===== config.mk =====
export PLATFORM = sky130hd
export DESIGN_NAME = matrix_job_arbiter
export DESIGN_NICKNAME = d
export VERILOG_FILES = /design/src/rtl/matrix_proc_pkg.sv /design/src/rtl/rr_arbiter.sv /design/src/rtl/matrix_job_arbiter.sv
export SDC_FILE = /design/constraint.sdc
export NUM_CORES = 1
export LEC_CHECK = 0
export BUFFER_PORTS_ARGS = -buffer_cell sky130_fd_sc_hd__buf_2
export CORE_MARGIN = 10
export CORE_UTILIZATION = 46
export DETAILED_ROUTE_END_ITERATION = 8
export PLACE_DENSITY = 0.82
export SYNTH_ARGS = -nofsm -noshare
export SYNTH_HDL_FRONTEND = slang
export SYNTH_SLANG_ARGS = --single-unit

===== constraint.sdc =====
create_clock -name clk -period 3.6 [get_ports clk]
set_input_delay 0.72 -clock clk [delete_from_list [all_inputs] [get_ports clk]]
set_output_delay 0.72 -clock clk [all_outputs]
set_load 0.01 [all_outputs]

===== src/rtl/matrix_proc_pkg.sv =====
// Shared types for the matrix job arbiter: controller state encoding and
// the round-robin index stepping helper.
package matrix_proc_pkg;

    typedef enum logic [1:0] {
        IDLE   = 2'd0,
        START  = 2'd1,
        RUN    = 2'd2,
        REPORT = 2'd3
    } arbState_t;

    function automatic int unsigned rrNext(input int unsigned cur, input int unsigned n);
        return (cur + 1 >= n) ? 0 : cur + 1;
    endfunction

endpackage


===== src/rtl/rr_arbiter.sv =====
// Combinational round-robin picker: searches from ptr+1 upward (wrapping)
// and returns the first active request as a one-hot vector plus its index.
module rr_arbiter #(
    parameter int NUM_REQ = 4,
    parameter int IDX_W   = $clog2(NUM_REQ)
) (
    input  logic [NUM_REQ-1:0] req,
    input  logic [IDX_W-1:0]   ptr,
    output logic [NUM_REQ-1:0] grant,
    output logic [IDX_W-1:0]   grantIdx
);
    import matrix_proc_pkg::*;

    always_comb begin
        int unsigned idx;
        logic [IDX_W-1:0] cand;
        logic found;
        grant    = '0;
        grantIdx = '0;
        found    = 1'b0;
        idx      = rrNext(32'(ptr), NUM_REQ);
        for (int k = 0; k < NUM_REQ; k++) begin
            cand = IDX_W'(idx);
            if (!found && req[cand]) begin
                found       = 1'b1;
                grant[cand] = 1'b1;
                grantIdx    = cand;
            end
            idx = rrNext(idx, NUM_REQ);
        end
    end

endmodule


===== src/rtl/matrix_job_arbiter.sv =====
// Round-robin job dispatcher feeding a single matrix processor and returning
// completion records. Optional RUN watchdog enabled by MATRIX_ARB_WATCHDOG_EN.
module matrix_job_arbiter #(
    parameter int NUM_REQ = 4,
    parameter int ADDR_W  = 16,
    parameter int CNT_W   = 12,
    parameter int TMO_W   = 16
) (
    input  logic                       clk,
    input  logic                       rst_n,
    input  logic [NUM_REQ-1:0]         req_valid,
    output logic [NUM_REQ-1:0]         req_ready,
    input  logic [NUM_REQ*ADDR_W-1:0]  req_addr,
    input  logic [NUM_REQ*CNT_W-1:0]   req_count,
    output logic                       mp_start,
    output logic [ADDR_W-1:0]          mp_addr,
    output logic [CNT_W-1:0]           mp_count,
    input  logic                       mp_done,
    output logic                       done_valid,
    output logic [$clog2(NUM_REQ)-1:0] done_id,
    output logic                       done_err,
    input  logic                       done_ready
);
    import matrix_proc_pkg::*;

    localparam int IDX_W = $clog2(NUM_REQ);

    arbState_t        state;
    arbState_t        nextState;
    logic [IDX_W-1:0] ptr;
    logic [IDX_W-1:0] idReg;
    logic [ADDR_W-1:0] addrReg;
    logic [CNT_W-1:0] cntReg;
    logic [NUM_REQ-1:0] grantVec;
    logic [IDX_W-1:0] grantIdx;
    logic             anyReq;
    logic             takeGrant;

    assign anyReq    = |req_valid;
    assign takeGrant = (state == IDLE) && anyReq;

    rr_arbiter #(
        .NUM_REQ (NUM_REQ),
        .IDX_W   (IDX_W)
    ) uArb (
        .req      (req_valid),
        .ptr      (ptr),
        .grant    (grantVec),
        .grantIdx (grantIdx)
    );

`ifdef MATRIX_ARB_WATCHDOG_EN
    logic [TMO_W-1:0] wdCnt;
    logic             errReg;
    logic             wdExpire;

    // Fires on the RUN cycle whose increment would land on all-ones.
    assign wdExpire = &(wdCnt ^ TMO_W'(1));

    always_ff @(posedge clk or negedge rst_n) begin
        if (!rst_n) begin
            wdCnt  <= '0;
            errReg <= 1'b0;
        end else if (state == START) begin
            wdCnt  <= '0;
            errReg <= 1'b0;
        end else if (state == RUN) begin
            wdCnt  <= wdCnt + TMO_W'(1);
            errReg <= !mp_done && wdExpire;
        end
    end

    assign done_err = errReg;
`else
    assign done_err = 1'b0;
`endif

    always_ff @(posedge clk or negedge rst_n) begin
        if (!rst_n) begin
            state <= IDLE;
        end else begin
            state <= nextState;
        end
    end

    always_comb begin
        nextState = state;
        case (state)
            IDLE:   if (anyReq) nextState = START;
            START:  nextState = (cntReg != '0) ? RUN : REPORT;
            RUN: begin
                if (mp_done) nextState = REPORT;
`ifdef MATRIX_ARB_WATCHDOG_EN
                else if (wdExpire) nextState = REPORT;
`endif
            end
            REPORT: if (done_ready) nextState = IDLE;
            default: nextState = IDLE;
        endcase
    end

    // Ready is held low while reset is asserted even though state reads IDLE.
    always_comb begin
        req_ready  = '0;
        mp_start   = 1'b0;
        done_valid = 1'b0;
        case (state)
            IDLE:    if (rst_n) req_ready = grantVec;
            START:   mp_start = (cntReg != '0);
            REPORT:  done_valid = 1'b1;
            default: ;
        endcase
    end

    always_ff @(posedge clk or negedge rst_n) begin
        if (!rst_n) begin
            ptr     <= IDX_W'(NUM_REQ - 1);
            idReg   <= '0;
            addrReg <= '0;
            cntReg  <= '0;
        end else if (takeGrant) begin
            ptr     <= grantIdx;
            idReg   <= grantIdx;
            addrReg <= req_addr[32'(grantIdx) * ADDR_W +: ADDR_W];
            cntReg  <= req_count[32'(grantIdx) * CNT_W +: CNT_W];
        end
    end

    assign mp_addr  = addrReg;
    assign mp_count = cntReg;
    assign done_id  = idReg;

endmodule

Word-level counts from Yosys, hierarchy flattened
Index checks and enable logic that the tools add are counted.
W data, S select, Z words.

storage, ports and cells
  flip-flop bits (word level) = 34
  output and inout bits = 37
  logic and storage cells = 88
  bits of input ports = 120

operators by class
  $mul = 1
  mux-type cells = 40
  order comparisons = 12
  bitwise logic cells = 3
  reduce and logical (&&, ||, !) cells = 15
  add/subtract/negate cells = 4
  equal/unequal tests = 6
  shift-type cells = 2

operators by type and width
  kind                     count
  $add A32 B1 Y32 const B  3
  $ge A32 B3 Y1 const B    3
  $mux W32                 3
  $shiftx A64 B7 Y16       1
  $shiftx A48 B7 Y12       1
  $mux W4                  6
  $mux W2                  8
  $mux W1                  14
  $lt A2 B3 Y1 const B     4
  $or A4 B4 Y4             3
  $reduce_bool A12 Y1      1
  $bmux W1 S2              4
  $demux W1 S2             4
  $ge A2 B1 Y1 const B     4
  $logic_and A1 B1 Y1      8
  $pmux W2 S4              1
  $ne A2 B2 Y1 const B     3
  $eq A2 B2 Y1 const B     2
  $mul A2 B2 Y4 const B    1
  $reduce_or A4 Y1         1
  $add A2 B1 Y3 const B    1
  $ge A3 B3 Y1 const B     1
  $logic_not A1 Y1         3
  $reduce_and A3 Y1        1
  other kinds (2)          2

Longest topological paths before layout
  depth in word-level cells = 20
  depth in mapped cells = 11
  depth with buffers taken out = 8

By module
Synthesis repeated with hierarchy kept, for this count alone.

unflattened totals
  cell total of the unflattened synthesis = 213
  area, all modules = 2,757.6 sq um

modules (own cells, without submodules)
  module              cells each  area an instance (sq um)  seq. area each (sq um)  times used
  matrix_job_arbiter  135         2,144.6                   853.3                   1
  rr_arbiter          78          613.1                     0.0                     1

Worst setup path before layout
No wires, ideal clock.

  path kind = register -> output
  from = reg ptr[0]
  to = out req_ready[1]
  data arrival time = 2,307 ps
  buffers on the path = 1
  slack = 573 ps
  data required time = 2,880 ps
  stages on the path, launching flop included = 9
  path through = dfstp_2 -> buf_4 -> inv_1 -> ha_1 -> o21bai_1 -> mux2i_1 -> a211oi_1 -> a222oi_1 -> a21oi_1

on the way
  word-level cells in the longest chain between the ends = 20

RTL lines
  item                                                                RTL line                   RTL
  start, declared                                                     matrix_job_arbiter.sv:30   logic [IDX_W-1:0] ptr;
  start signal, assigned                                              matrix_job_arbiter.sv:117  ptr <= IDX_W'(NUM_REQ - 1);
  start signal, assigned                                              matrix_job_arbiter.sv:122  ptr <= grantIdx;
  $add A2 B1 Y3 (*)                                                   matrix_proc_pkg.sv:13      return (cur + 1 >= n) ? 0 : cur + 1;
  $ge A3 B3 Y1                                                        matrix_proc_pkg.sv:13
  $mux W32 (*)                                                        matrix_proc_pkg.sv:13
  $add A32 B1 Y32                                                     matrix_proc_pkg.sv:13
  $ge A32 B3 Y1                                                       matrix_proc_pkg.sv:13
  $mux W32                                                            matrix_proc_pkg.sv:13
  $add A32 B1 Y32                                                     matrix_proc_pkg.sv:13
  $ge A32 B3 Y1                                                       matrix_proc_pkg.sv:13
  [4 not listed]                                                      -
  $lt A2 B3 Y1 (implied by the code) or $ge A2 B1 Y1 (tied branches)  rr_arbiter.sv:26           grant[cand] = 1'b1;
  $logic_and A1 B1 Y1 (implied by the code)                           rr_arbiter.sv:26
  $mux W1 (implied by the code)                                       rr_arbiter.sv:26
  $demux W1 S2                                                        -
  $or A4 B4 Y4 (no source line)                                       -
  $mux W4 (*)                                                         rr_arbiter.sv:24           if (!found && req[cand]) begin
  $mux W4 (*)                                                         matrix_job_arbiter.sv:108  IDLE: if (rst_n) req_ready = grantVec;
  $mux W4 (*)                                                         matrix_job_arbiter.sv:107  case (state)
  end, declared                                                       matrix_job_arbiter.sv:12   output logic [NUM_REQ-1:0] req_ready,

Mark *: on every way between the ends. The rest lies on a longest branch, timed or not. The select of a mux whose other input is x is not followed.

Worst setup path after layout
  from = reg ptr[1]
  to = out req_ready[2]

The elaborated chain is that of the path after synthesis.

==> impl_metrics.toml <==
[clock_network]
clkLatencyLatePin_ns = 0.29
clockBufferDepth = 2
cts_tree = "yes"
numCtsBuffers = 5
cts_setup_buffers = 0
cts-htree-levels = 2
hold_buffers = 0
clock-sinks = 34
cts.clk_slew.worst_paths_ns = 0.09
clockRootBuffer = "clkbuf_8"
cts-resized-gates = 0

[synthesis]
synth_area_leaders = "mux2i_1 29%, dfrtp_1 27%, nand2_1 19%"
syn-num-nets = 499
synth_top_area_share_pct = 29.3
syn_area_per_cell_um2 = 8.10
syn-instance-count = 367
synth_cell_types = 38
yosys.area.top_type = "mux2i_1"
seq_area_frac_synth_pct = 28.7
synth-seq-cells = 34
syn-cell-area_um2 = 2970
yosys_warnings = 0

[critical_path]
slowest_stage = "dfstp_2"
required_ns = 2.88
reg2reg_slack_ns = 0.77
cp_max_fo = 5
timing.rr.end = "mp_count[9]$_DFFE_PN0P_"
path_cells = "inv_1, ha_1, o21bai_2, mux2i_1, a211oi_1, buf_4, a222oi_1, a21oi_1, buf_2"
worst_setup_path_end_kind = "primary output"
arrival_ns = 2.54
r2r_cells = 9
critical_path_class = "reg -> out"
crit_start = "ptr[1]$_DFFE_PN1P_"
worst_r2r_startpoint = "ptr[1]$_DFFE_PN1P_"
cp-start-kind = "flip-flop"
critical_path.max_stage_delay_ns = 0.58

[routing]
drc = 0
dr_total_vias = 3163
wl_per_cell_um = 16.3
wirelength_mm = 9.73
viasPerCell = 5.32
drt_pass1_iterations = 4
drtAntennaViolNets = 0
drt_iter0_drc = 113

[timing]
finalSetupViolCount = 0
slew_headroom_pct = 45.0
period_share_pct = 90.7
maxSlewViolCount = 0
period_needed_ns = 3.26
finalHoldViolations = 0
finClkSkew_ns = 0.0171
tightest_slew_ns = 0.824
rsz0062_at_grt = "false"
setup_tns_ns = 0
timing.fmax_ghz = 0.306

[grt]
grt_pass1_wl_mm = 16.2
grt_max_degree = 42
grt_pass1_vias = 3424
grt_use_total_pct = 19.2
grt.overflow.total = 0
antenna_found_initial = 2

[die]
top_level_ports = 157
die_area_um2 = 10100
die_y_um = 100
coreArea_um2 = 6310
initial_core_util_pct = 47.1
fp.dieW_um = 100
row_count = 29

[finish]
fin_area_um2 = 3970
area_growth_syn_to_layout_pct = 33.4
n_antenna_cell = 0
fillers = 556
finalNetCount = 649
final_cells = 595
drive_above_1_share_pct = 34.9

[placed_design]
place_congestion = 0.907
port_buffers = 155
place_area_um2 = 3820
dp.cells = 587
dp_hpwl_mm = 7.94

[min_path]
hold_class = "in -> async"

[status]
status = "complete, no violations"

[run]
maxCapViolCount = 0

[power]
vdd_ir_drop_max_mv = 1.01
power.leakage_nw = 2.21
p_per_area_nw_per_um2 = 1020
-- critical path: cells and delay by family (launching register included) --
| kind | cells | cell delay (ns) |
|---|---|---|
| mux | 1 | 0.24 |
| compound gates | 4 | 0.77 |
| flops | 1 | 0.58 |
| fa+ha+maj | 1 | 0.26 |
| buf+inv | 3 | 0.42 |
-- power by group --
part / switching (W) / internal (W) / total (W) / leakage, nW
combinational: 0.00160 / 0.00127 / 0.00287 / 1.73
clock: 0.000150 / 0.000278 / 0.000428 / 0.0683
sequential: 0.000142 / 0.000621 / 0.000763 / 0.408
total: 0.00189 / 0.00217 / 0.00406 / 2.21
-- how the worst max path moves through the flow --
stage	end	cells after the start
floorplan	req_ready[1]	8
CTS	req_ready[0]	8
detailed placement	req_ready[1]	9
finish	req_ready[2]	9
global placement	req_ready[1]	9
global route	req_ready[2]	9
-- cells in the mapped netlist (all sizes together) --
cell    number
o31ai        1
nand2      148
nor4         4
a21oi        8
nor3b        2
dfstp        2
conb         1
o21a         1
a222oi       4
ha          12
or3          1
dfrtp       32
clkbuf      10
nand4        1
a22o         2
a211oi       2
a221o        1
a31oi        1
mux2i       87
buf         11
nor4bb       2
a221oi       1
nand2b       2
a32oi        2
and2         1
nor2b        1
o21ai        4
inv          9
nor2        10
o22ai        1
mux4         1
o21bai       2
-- registers in the layout (all words and copies together), names as in the netlist --
signal and flops:
state 2, mp_addr 16, done_id 2, mp_count 12
ptr 2
-- layer usage --
metal	GRT usage (%)	vias to the layer above	share of wire, %
met5	0	-	0.34
met4	5.43	4	2.3
met3	9.75	22	11
met2	32.8	142	49
met1	20.3	1453	37
li1	-	1542	-
-- cell usage in the layout, fill, tap and decap left out, drive strengths merged, types with 4 or more instances in the layout --
cell type  instances
mux2i             87
nor2              10
ha                12
buf              164
nand2            148
nor4               4
clkbuf             5
a222oi             4
dfrtp             32
inv                9
a21oi              8
o21ai              4
-- kinds of logic (layout without fill, tap and decap cells) --
| kind of cell | after synthesis | in the layout | share of synthesized area (%) |
|---|---|---|---|
| buffers and inverters | 30 | 181 | 5.30 |
| other | 1 | 1 | 0.126 |
| AND/OR/NAND/NOR | 172 | 172 | 23.4 |
| multiplexers | 88 | 88 | 30.0 |
| AO/OA/AOI/OAI | 30 | 30 | 7.40 |
| adder cells (fa/ha/maj) | 12 | 12 | 5.05 |
| flip-flops | 34 | 34 | 28.7 |
-- final cells by class --
type,count,area (µm²),share of cell area (%)
Clock buffer,5,68.8,1.74
Inverter,9,33.8,0.852
Tap cell,77,96.3,2.43
Sequential cell,34,853,21.5
Clock inverter,3,68.8,1.74
Multi-Input combinational cell,303,1990,50.2
Timing Repair Buffer,164,856,21.6
-- per-stage QoR --
stage / utilization (%) / power [W] / setup WS, ns / hold slack, ns
2_1_floorplan: - / 0.00294 / 0.573 / 0.424
3_3_place_gp: 60.6 / 0.00357 / 0.662 / 0.483
3_5_place_dp: 60.6 / 0.00368 / 0.601 / 0.487
4_1_cts: 62.8 / 0.00410 / 0.281 / 0.505
5_1_grt: 62.8 / 0.00445 / 0.0986 / 0.518
6_report: 62.8 / 0.00406 / 0.336 / 0.486
No activity file was read; power rests on OpenSTA's default activity.
